`src/rtl/decode_stage.sv`:
```
// RISC-V decode pipeline stage: field/immediate split with a 2-entry skid buffer.
// Optional illegal-instruction checking is enabled by defining DECODE_ILLEGAL_CHECK_EN.
module decode_stage #(
  parameter int XLEN = 32,
  parameter int PC_W = 32
) (
  input  logic            clk,
  input  logic            rst,
  input  logic            in_valid,
  output logic            in_ready,
  input  logic [31:0]     in_instr,
  input  logic [PC_W-1:0] in_pc,
  input  logic            flush,
  output logic            out_valid,
  input  logic            out_ready,
  output logic [PC_W-1:0] out_pc,
  output logic [6:0]      out_opcode,
  output logic [4:0]      out_rd,
  output logic [2:0]      out_funct3,
  output logic [4:0]      out_rs1,
  output logic [4:0]      out_rs2,
  output logic [6:0]      out_funct7,
  output logic [XLEN-1:0] out_imm,
  output logic [5:0]      out_type,
  output logic            out_illegal
);

  localparam logic [6:0] OP_R    = 7'b0110011;
  localparam logic [6:0] OP_IMM  = 7'b0010011;
  localparam logic [6:0] OP_LOAD = 7'b0000011;
  localparam logic [6:0] OP_JALR = 7'b1100111;
  localparam logic [6:0] OP_ST   = 7'b0100011;
  localparam logic [6:0] OP_BR   = 7'b1100011;
  localparam logic [6:0] OP_LUI  = 7'b0110111;
  localparam logic [6:0] OP_AUI  = 7'b0010111;
  localparam logic [6:0] OP_JAL  = 7'b1101111;
  localparam logic [6:0] OP_IMMW = 7'b0011011;
  localparam logic [6:0] OP_RW   = 7'b0111011;

  localparam logic [5:0] T_R = 6'b000001;
  localparam logic [5:0] T_I = 6'b000010;
  localparam logic [5:0] T_S = 6'b000100;
  localparam logic [5:0] T_B = 6'b001000;
  localparam logic [5:0] T_U = 6'b010000;
  localparam logic [5:0] T_J = 6'b100000;

  typedef struct packed {
    logic [PC_W-1:0]        pc;
    logic [31:0]            instr;
    logic signed [XLEN-1:0] imm;
    logic [5:0]             typ;
    logic                   illegal;
  } entry_t;

  typedef enum logic [1:0] {EMPTY, ONE, TWO} state_t;

  function automatic entry_t decode(input logic [31:0] instr, input logic [PC_W-1:0] pc);
    entry_t           d;
    logic [6:0]       op;
    logic signed [31:0] imm32;
`ifdef DECODE_ILLEGAL_CHECK_EN
    logic [2:0]       f3;
`endif
    op        = instr[6:0];
    d.pc      = pc;
    d.instr   = instr;
    d.typ     = '0;
    d.illegal = 1'b0;
    imm32     = '0;
    case (op)
      OP_R:                      d.typ = T_R;
      OP_IMM, OP_LOAD, OP_JALR:  d.typ = T_I;
      OP_ST:                     d.typ = T_S;
      OP_BR:                     d.typ = T_B;
      OP_LUI, OP_AUI:            d.typ = T_U;
      OP_JAL:                    d.typ = T_J;
      OP_IMMW:                   if (XLEN == 64) d.typ = T_I;
      OP_RW:                     if (XLEN == 64) d.typ = T_R;
      default:                   d.typ = '0;
    endcase
`ifdef DECODE_ILLEGAL_CHECK_EN
    f3 = instr[14:12];
    // unknown opcodes (including instr[1:0] != 11) leave typ at zero
    d.illegal = (instr[1:0] != 2'b11) || (d.typ == '0)
             || (op == OP_BR   && (f3 == 3'b010 || f3 == 3'b011))
             || (op == OP_JALR && f3 != 3'b000)
             || (op == OP_LOAD && (f3 == 3'b111 || (XLEN == 32 && (f3 == 3'b011 || f3 == 3'b110))))
             || (op == OP_ST   && (f3[2] || (XLEN == 32 && f3 == 3'b011)));
    if (d.illegal) d.typ = '0;
`endif
    case (d.typ)
      T_I:     imm32 = {{20{instr[31]}}, instr[31:20]};
      T_S:     imm32 = {{20{instr[31]}}, instr[31:25], instr[11:7]};
      T_B:     imm32 = {{19{instr[31]}}, instr[31], instr[7], instr[30:25], instr[11:8], 1'b0};
      T_U:     imm32 = {instr[31:12], 12'b0};
      T_J:     imm32 = {{11{instr[31]}}, instr[31], instr[19:12], instr[20], instr[30:21], 1'b0};
      default: imm32 = '0;
    endcase
    d.imm = XLEN'(imm32);
    return d;
  endfunction

  entry_t dec_p0, out_p1, skid_p1;
  state_t state;
  logic   accept, drain;

  // stage 0: combinational decode of the presented instruction
  assign dec_p0 = decode(in_instr, in_pc);
  assign accept = in_valid & in_ready;
  assign drain  = out_valid & out_ready;

  // stage 1: output register plus skid entry, in_ready registered from state
  always_ff @(posedge clk) begin
    if (rst) begin
      state     <= EMPTY;
      out_valid <= 1'b0;
      in_ready  <= 1'b1;
      out_p1    <= '0;
      skid_p1   <= '0;
    end else if (flush) begin
      state     <= EMPTY;
      out_valid <= 1'b0;
      in_ready  <= 1'b1;
    end else begin
      case (state)
        EMPTY: if (accept) begin
          out_p1    <= dec_p0;
          out_valid <= 1'b1;
          state     <= ONE;
        end
        ONE: begin
          if (accept && drain) begin
            out_p1 <= dec_p0;
          end else if (accept) begin
            skid_p1  <= dec_p0;
            state    <= TWO;
            in_ready <= 1'b0;
          end else if (drain) begin
            out_valid <= 1'b0;
            state     <= EMPTY;
          end
        end
        TWO: if (drain) begin
          out_p1   <= skid_p1;
          state    <= ONE;
          in_ready <= 1'b1;
        end
        default: begin
          state     <= EMPTY;
          out_valid <= 1'b0;
          in_ready  <= 1'b1;
        end
      endcase
    end
  end

  assign out_pc      = out_p1.pc;
  assign out_opcode  = out_p1.instr[6:0];
  assign out_rd      = out_p1.instr[11:7];
  assign out_funct3  = out_p1.instr[14:12];
  assign out_rs1     = out_p1.instr[19:15];
  assign out_rs2     = out_p1.instr[24:20];
  assign out_funct7  = out_p1.instr[31:25];
  assign out_imm     = out_p1.imm;
  assign out_type    = out_p1.typ;
  assign out_illegal = out_p1.illegal;

endmodule

```
`config.mk`:
```
export PLATFORM = sky130hd
export DESIGN_NAME = decode_stage
export DESIGN_NICKNAME = d
export VERILOG_FILES = /design/src/rtl/decode_stage.sv
export SDC_FILE = /design/constraint.sdc
export NUM_CORES = 1
export LEC_CHECK = 0
export ABC_AREA = 1
export BUFFER_PORTS_ARGS = -buffer_cell sky130_fd_sc_hd__buf_2
export CAP_MARGIN = 20
export CORE_MARGIN = 1.5
export CORE_UTILIZATION = 44
export CTS_CLUSTER_DIAMETER = 50
export CTS_CLUSTER_SIZE = 16
export DETAILED_ROUTE_END_ITERATION = 8
export GPL_ROUTABILITY_DRIVEN = 0
export MAX_ROUTING_LAYER = met4
export PLACE_DENSITY_LB_ADDON = 0.15
export SLEW_MARGIN = 20
export SYNTH_ARGS = -nofsm -noshare
export SYNTH_HDL_FRONTEND = slang
export SYNTH_SLANG_ARGS = --single-unit
```
`constraint.sdc`:
```
create_clock -name clk -period 2.1 [get_ports clk]
set_input_delay 0.105 -clock clk [delete_from_list [all_inputs] [get_ports clk]]
set_output_delay 0.105 -clock clk [all_outputs]
set_load 0.01 [all_outputs]
```
# --- After elaboration in Yosys (flattened, before gate mapping) ---
# Index checks and enable logic that the tools add are counted.
# W data, S select, Z words.
word_totals:
  output_inout_bits: 105
  inputBits: 69
  wordCells: 74
  reg_bits: 209
classes:
  mux: 21
  bitwise: 6
  reduce_logical: 11
  eq_ne: 24
op_table:
  columns: ["operator", "count"]
  rows:
  - ["$mux W103", 3]
  - ["$pmux W103 S3", 1]
  - ["$pmux W32 S5", 1]
  - ["$pmux W6 S6", 1]
  - ["$eq A7 B6 Y1 const B", 3]
  - ["$eq A7 B7 Y1 const B", 3]
  - ["$eq A7 B5 Y1 const B", 2]
  - ["$ne A2 B2 Y1 const B", 7]
  - ["$reduce_and A4 Y1", 3]
  - ["$mux W2", 5]
  - ["$reduce_and A5 Y1", 2]
  - ["$eq A7 B2 Y1 const B", 1]
  - ["$mux W1", 7]
  - ["$eq A6 B2 Y1 const B", 1]
  - ["$eq A6 B3 Y1 const B", 1]
  - ["$eq A6 B4 Y1 const B", 1]
  - ["$eq A6 B5 Y1 const B", 1]
  - ["$eq A6 B6 Y1 const B", 1]
  - ["$pmux W1 S3", 2]
  - ["$pmux W2 S3", 1]
  - ["$not A1 Y1", 4]
  - ["$reduce_or A2 Y1", 2]
  - ["$ne A3 B3 Y1 const B", 1]
  - ["$reduce_bool A3 Y1", 1]
  - ["6 further kinds", 7]

# --- Longest topological paths before layout ---
# Gate-level depths: netlist (run 1).
depth:
  depth_word: 7
  depth_mapped: 10
  mapped_depth_nobuf: 9

# --- Worst setup path before layout (run 1) ---
# No wires, ideal clock.
synth_path:
  path_type: "register to register"
  startpoint: "register in_ready"
  endpoint: "register skid_p1[10] (netlist bit)"
  t_required_ns: 1.987
  stages_incl_launch_ff: 10
  synth_period_minus_slack_ns: 1.622
  setup_time_ns: 0.113
  setup_slack_ns: 0.478
  arrival_time_ns: 1.509
  n_path_buf: 2
  cell_sequence: "dfxtp_1 nand2_1 nor2_2 inv_2 nor3_4 inv_2 clkbuf_1 buf_2 o21ai_1 inv_1"
synth_via:
  elab_chain_len: 4
synth_lines:
  columns: ["element", "line", "rtl"]
  rows:
  - ["from (decl)", "10", "output logic in_ready,"]
  - ["from (signal assigned)", "117", "in_ready <= 1'b1;"]
  - ["from (signal assigned)", "123", "in_ready <= 1'b1;"]
  - ["from (signal assigned)", "137", "in_ready <= 1'b0;"]
  - ["$and A1 B1 Y1 (*)", "109", "assign accept = in_valid & in_ready;"]
  - ["$logic_and A1 B1 Y1", "132", "if (accept && drain) begin"]
  - ["$not A1 Y1 (no line)", null, null]
  - ["$reduce_and A4 Y1 (no line) (*)", null, null]
  - ["to (signal assigned)", "135", "skid_p1 <= dec_p0;"]
  - ["to (decl)", "103", "entry_t dec_p0, out_p1, skid_p1;"]
# Mark *: on every way between the ends. The rest lies on a longest branch, timed or not.
# A chain may end at the register's enable or synchronous reset.

# --- Final worst setup path (run 1) ---
layout_path:
  startpoint: "register state[0]"
  endpoint: "register out_valid"
layout_via:
  elab_chain_len: 3
  elab_cells_between_ends: 10
  cone_classes: "eq/ne: 6; mux: 1; bitwise: 1; reduce/logical: 2"
layout_lines:
  columns: ["element", "line", "rtl"]
  rows:
  - ["from (decl)", "104", "state_t state;"]
  - ["from (signal assigned)", "115", "state <= EMPTY;"]
  - ["from (signal assigned)", "121", "state <= EMPTY;"]
  - ["from (signal assigned)", "129", "state <= ONE;"]
  - ["$eq A2 B1 Y1 (tied with other cells)", "125", "case (state)"]
  - ["$ne A2 B2 Y1 (no line) or $not A1 Y1 (tied branches)", null, null]
  - ["$reduce_and A5 Y1 (no line)", null, null]
  - ["to (signal assigned)", "122", "out_valid <= 1'b0;"]
  - ["to (signal assigned)", "128", "out_valid <= 1'b1;"]
  - ["to (signal assigned)", "139", "out_valid <= 1'b0;"]
  - ["to (decl)", "14", "output logic out_valid,"]
# Several ways; a longest one is shown, not always the timed one.

==> results of run 1 <==
[area by class of cell]
cell class / instances / share of cell area (%)
inverter: 138 / 4.51
timing repair buffer: 262 / 15.8
clock buffer: 28 / 5.58
sequential: 208 / 35.9
multi-input combinational: 888 / 33.7
tap: 270 / 2.92
antenna: 1 / 0.0216
clock inverter: 18 / 1.48
[cells by family (layout without fill, tap and decap cells)]
group,after synthesis,count (layout),share of synthesized area [%]
AOI/OAI and AO/OA,372,372,20.9
and+or+nand+nor,515,515,22.4
other,1,2,0.0417
DFF,208,208,46.3
buffers and inverters,228,446,10.4
[stage by stage]
stage	instances	util [%]	hold slack, ns
finish	1813	57.4	0.0276
global route	1813	57.4	0.0625
CTS	1812	57.4	0.00978
detailed placement	1699	50.0	0.354
global placement	1699	50.0	0.349
floorplan	1324	-	0.231
[power by group through the flow]
stage / registers (mW) / clock network, mW / logic [mW]
global placement: 4.29 / 0 / 0.976
detailed placement: 4.29 / 0 / 0.990
CTS: 4.20 / 4.38 / 1.09
global route: 4.22 / 4.53 / 1.22
finish: 4.20 / 4.28 / 1.08
floorplan: 4.34 / 0 / 0.544
[worst paths after layout]
check               from          end  slack, ns  cells after the start
min            out_ready     state[0]       0.03                      5
min reg2reg  skid_p1[87]  skid_p1[87]       0.44                      2
max             state[0]    out_valid       0.15                      6
max reg2reg     state[0]    out_valid       0.15                      6
[cells in the mapped netlist]
master    instances
nand2_1         392
dfxtp_1         208
a21oi_1         205
inv_1           133
o21ai_0         130
nor2_1           79
clkbuf_1         54
nand3_1          35
o21ai_1          30
buf_2            22
buf_1             6
buf_6             6
inv_2             5
nor2_2            4
a211oi_1          2
buf_4             2
nand2_2           2
o31ai_1           2
conb_1            1
nand3_2           1
nor3_1            1
nor3_4            1
o21ai_2           1
o21bai_1          1
o22ai_1           1
[routing by layer]
| layer | part of all wire (%) | vias up |
|---|---|---|
| met4 | 1.8 | 0 |
| met3 | 4.9 | 37 |
| met1 | 47 | 4081 |
| li1 | - | 4627 |
| met2 | 47 | 199 |
| met5 | 0 | - |
[worst max-delay path: stages, from the launching register on]
cell           delay [ns]
dfxtp_1              0.45
nor2_4               0.11
inv_4                0.31
nand2_1              0.10
o31ai_1              0.22
a21oi_1              0.09
dlygate4sd3_1        0.55
[state kept, by name, indices dropped and copies added, names as in the netlist, 2 cells and up]
name	cells
state	2
out_rs1	5
out_rs2	5
out_pc	32
out_rd	5
skid_p1	102
out_imm	32
out_funct3	3
out_funct7	7
out_opcode	7
out_type	6
==> flow_summary.toml, run 1 <==
[clock_tree]
cts_resized = 0
cts-root-buf = "clkbuf_16"
ctsLongestPathBuffers = 3
cts_buffers = 25
cts_tree = "done"
cts_sinks = 208
htreeDepth = 1
hold_buffers = 67
postCtsSetupRepairBufs = 0
clk_pin_slew_ns = 0.06
clk-insertion-delay-late_ns = 0.52

[timing]
skew_ns = 0.0166
tightest_slew_ns = 0.644
grt_setup_unrepaired = "no"
max_slew_margin_pct = 57.1
fmax_ghz = 0.514
period_minus_slack_ns = 1.95
hold_violations = 0
fin_ws_ns = 0.154
slew_viol_final = 0
min_period_over_period_pct = 92.7
fin_tns_setup_ns = 0
setup_viol = 0

[power]
power.internal_mw = 6.97
p_clk_share_pct = 44.7
power_mw = 9.56
swShare_pct = 27.1
netSwitchingPower_mw = 2.59
seqPwrFrac_pct = 43.9
powerDensity_mw_per_mm2 = 826
vdd_drop_max_uv = 662
combinationalPowerShare_pct = 11.3
leakagePower_nw = 5.44

[run]
max_cap_violations = 0

[global_routing]
use_met2_pct = 39.2
grt_use_met3_pct = 3.42
track_usage_pct = 24.1
antenna_found_initial = 1
grt_pass1_vias = 7969
grt_pass1_wl_um = 40700
overflow = 0
grt.met1_usage_pct = 31.9
grt_max_degree = 60
top_usage_layer = "met2"

[place]
place_area_mm2 = 0.0101
dpl.hpwl_um = 16800
pre_cts_ws_ns = 0.280
port_buffers = 172

[critical_path]
arrival_ns = 2.36
end_kind = "flop"
worstPathRequired_ns = 2.51
cp-start-kind = "flop"
crit_type = "flop to flop"
path_max_fanout = 36

[floorplanning]
fp.dieW_um = 146
fp-row-count = 52
initial_utilization_pct = 44.6
core-area_mm2 = 0.0202
die_area_mm2 = 0.0213
fp.dieH_um = 146
io-pin-count = 174

[routing]
drt_iter0_drc = 486
firstDrtPassIters = 5
drt-wirelength-per-cell_um = 14.0
ant_nets = 0
post-route-drc-count = 0
num_vias = 8944
vias_per_cell = 4.93
routed_wl_um = 25400

[final_layout]
final_cell_mix = "nand2_1 (392), dfxtp_1 (208), a21oi_1 (205)"
final_common_cell = "nand2_1"
drive_above_1_share_pct = 16.5
multi_input_area_mm2 = 0.00391
fill_cells = 2015
area_growth_pct = 28.8
final-seq-area_mm2 = 0.00416
final_nets = 1592
design_area_mm2 = 0.0116

[yosys]
synth_cell_type_count = 25
synthDominantCellAreaShare_pct = 46.3
yosysSeqAreaShare_pct = 46.3
yosysTopAreaCell = "dfxtp_1"
synthTopCellsByArea = "dfxtp_1 (46%), nand2_1 (16%), a21oi_1 (11%)"
syn_area_per_cell_um2 = 6.79
synth_nets = 1393
netlist_instances = 1324
synth-seq-cells = 208
synth_area_mm2 = 0.00899
ys_warn_count = 0

[worst_hold_path]
hold_class = "primary input to flop"

[outcome]
status = "completed"
Power figures use the tool's default switching activity.
==> inputs of run 2 (changes only) <==
Settings changed: ABC_AREA 1 to not set, CTS_CLUSTER_SIZE 16 to 40.
==> run 2 against run 1 <==
Core utilization rose by 1.7 points. Design area shrank 3.6%. Highest routed layer unchanged. Critical endpoint is now out_pc[13]. Power fell by 4.4%. Critical path type unchanged.
==> flow_summary.toml, run 2 <==
[yosys]
synth_area_mm2 = 0.00859
ys.flop_type = "dfxtp_1"
synth_cell_type_count = 52
yosysTopAreaCell = "dfxtp_1"
synthTopCellsByArea = "dfxtp_1 (48%), nand2_1 (14%), a311oi_1 (8.3%)"
yosys-mux-area-fraction_pct = 1.41
ys_warn_count = 0
synthDominantCellAreaShare_pct = 48.5
yosysSeqAreaShare_pct = 48.5
synth_xor_area_share_pct = 0.102
syn_area_per_cell_um2 = 8.12
synth_top_family_by_area = "simple AND/OR/NAND/NOR gates"
yosys.area_share.simple_pct = 23.3
netlist_instances = 1058
synth-async-reset-ratio_pct = 0
synth_nets = 1127
synth_fa_ha_area_share_pct = 0
synth_common_cells = "nand2_1 (316), dfxtp_1 (208), nor2_1 (101), a21oi_1 (82), a311oi_1 (81)"
post-synth-top-count-cell = "nand2_1"
synth-seq-cells = 208
synth-compound-area-share_pct = 21.1
synth-edff-count = 0

[power]
power.internal_mw = 6.71
netSwitchingPower_mw = 2.43
leakagePower_nw = 4.39
power_mw = 9.14
vdd_drop_max_uv = 575
p_clk_share_pct = 43.3
swShare_pct = 26.6
powerDensity_mw_per_mm2 = 818
seqPwrFrac_pct = 45.8
combinationalPowerShare_pct = 10.9

[timing]
setup_viol = 0
tightest_slew_ns = 0.655
slew_viol_final = 0
grt_setup_unrepaired = "no"
period_minus_slack_ns = 1.94
skew_ns = 0.0205
max_slew_margin_pct = 56.1
hold_violations = 0
fin_tns_setup_ns = 0
min_period_over_period_pct = 92.4
fmax_ghz = 0.515

[clock_tree]
clk-insertion-delay-late_ns = 0.52
postCtsSetupRepairBufs = 0
hold_buffers = 68
cts_buffers = 22
cts_sinks = 208
cts-root-buf = "clkbuf_16"
cts_resized = 0
htreeDepth = 1
clk_pin_slew_ns = 0.07
ctsLongestPathBuffers = 3
cts_tree = "done"

[floorplanning]
fp.dieW_um = 143
io-pin-count = 174
fp-row-count = 50
core-area_mm2 = 0.0189
fp.dieH_um = 143
initial_utilization_pct = 45.4
die_area_mm2 = 0.0204

[critical_path]
r2r_end = "out_pc[13]"
cp-start-kind = "flop"
arrival_ns = 2.36
end_kind = "flop"
path_max_fanout = 40
cp-startpoint = "state[1]"
reg2reg_setup_slack_ns = 0.16
reg2reg_depth = 6
worstPathRequired_ns = 2.52
cp-endpoint = "out_pc[13]"
crit_type = "flop to flop"
timing.rr.start = "state[1]"

[final_layout]
fill_cells = 1752
design_area_mm2 = 0.0112
regMostFlops = "skid_p1"
stdcell_count = 1532
final_common_cell = "nand2_1"
final_cell_mix = "nand2_1 (315), dfxtp_1 (208), buf_2 (171)"
final_nets = 1326
drive_above_1_share_pct = 20.1
area_growth_pct = 30.1
diodes = 0
largest_reg_flops = 102

[outcome]
status = "completed"

[global_routing]
antenna_found_initial = 0
grt_max_degree = 113
track_usage_pct = 24.6
overflow = 0
grt_pass1_wl_um = 39100
grt_pass1_vias = 7500

[run]
max_cap_violations = 0

[routing]
vias_per_cell = 5.37
ant_nets = 0
drt_iter0_drc = 606
routed_wl_um = 24800
num_vias = 8232
firstDrtPassIters = 4
post-route-drc-count = 0
drt-wirelength-per-cell_um = 16.2

[place]
place_area_mm2 = 0.00974
port_buffers = 172
dp.cells = 1425
dpl.hpwl_um = 15800

[worst_hold_path]
hold_class = "primary input to flop"
-- run 2: cell count changes in the layout (fill, tap and decap cells not counted), sizes merged, moves of 10 or more --
cell,delta
nand2b,+14
a21oi,-123
inv,-129
a311oi,+86
mux2i,+11
nor3,+10
o211ai,+12
nand2,-78
a211oi,+17
nand3,-16
o21ai,-156
nor2,+19
-- run 2: metal layers --
| metal | routed length, µm | global-route usage (%) | vias to the layer above |
|---|---|---|---|
| met3 | 1710 | 5.10 | 31 |
| met2 | 11200 | 37.8 | 243 |
| li1 | - | - | 4084 |
| met1 | 11400 | 33.3 | 3874 |
| met5 | 0 | - | - |
| met4 | 460 | 5.59 | 0 |
-- run 2: critical path, cell delays in order, from the launching register on --
cell      delay (ns)
dfxtp_1         0.40
and4bb_2        0.45
a22o_4          0.22
buf_12          0.21
buf_12          0.22
nor2_1          0.06
a311oi_1        0.26
-- run 2: logic make-up after synthesis --
family / after synthesis
simple gates: 485
flops: 208
other cells: 1
mux: 12
buf+inv: 105
compound gates: 246
xor+xnor: 1
-- run 2: cell type report --
class	instances	area [µm²]	area share, %
Inverter	13	48.8	0.437
Clock buffer	24	568	5.09
Tap cell	260	325	2.91
Clock inverter	15	183	1.64
Sequential cell	208	4160	37.3
Timing Repair Buffer	267	1900	17.0
Multi-Input combinational cell	745	3980	35.6
-- run 2: how the worst min path moves through the flow --
stage | from | end | slack, ns | cells after the start
final | in_instr[12] | out_imm[12] | 0.37 | 3
after global routing | in_instr[15] | out_imm[15] | 0.37 | 3
after CTS | in_instr[12] | out_imm[12] | 0.36 | 3
after detailed placement | flush | state[1] | 0.36 | 2
after global placement | flush | state[1] | 0.36 | 2
after floorplan | flush | state[1] | 0.20 | 1
-- run 2: metrics by stage --
step                setup WS, ns  hold WS (ns)  util [%]
floorplan                  0.426         0.196         -
global placement           0.245         0.356      51.5
detailed placement         0.182         0.362      51.5
CTS                        0.175         0.359      59.1
global route              0.0494         0.373      59.1
finish                     0.160         0.372      59.1
-- run 2: power groups by stage --
stage               clock [mW]  sequential [mW]  combinational (mW)
floorplan                    0             4.32               0.462
finish                    3.96             4.18               0.998
global route              4.22             4.20                1.09
global placement             0             4.27               0.887
detailed placement           0             4.27               0.896
CTS                       4.03             4.19               0.998
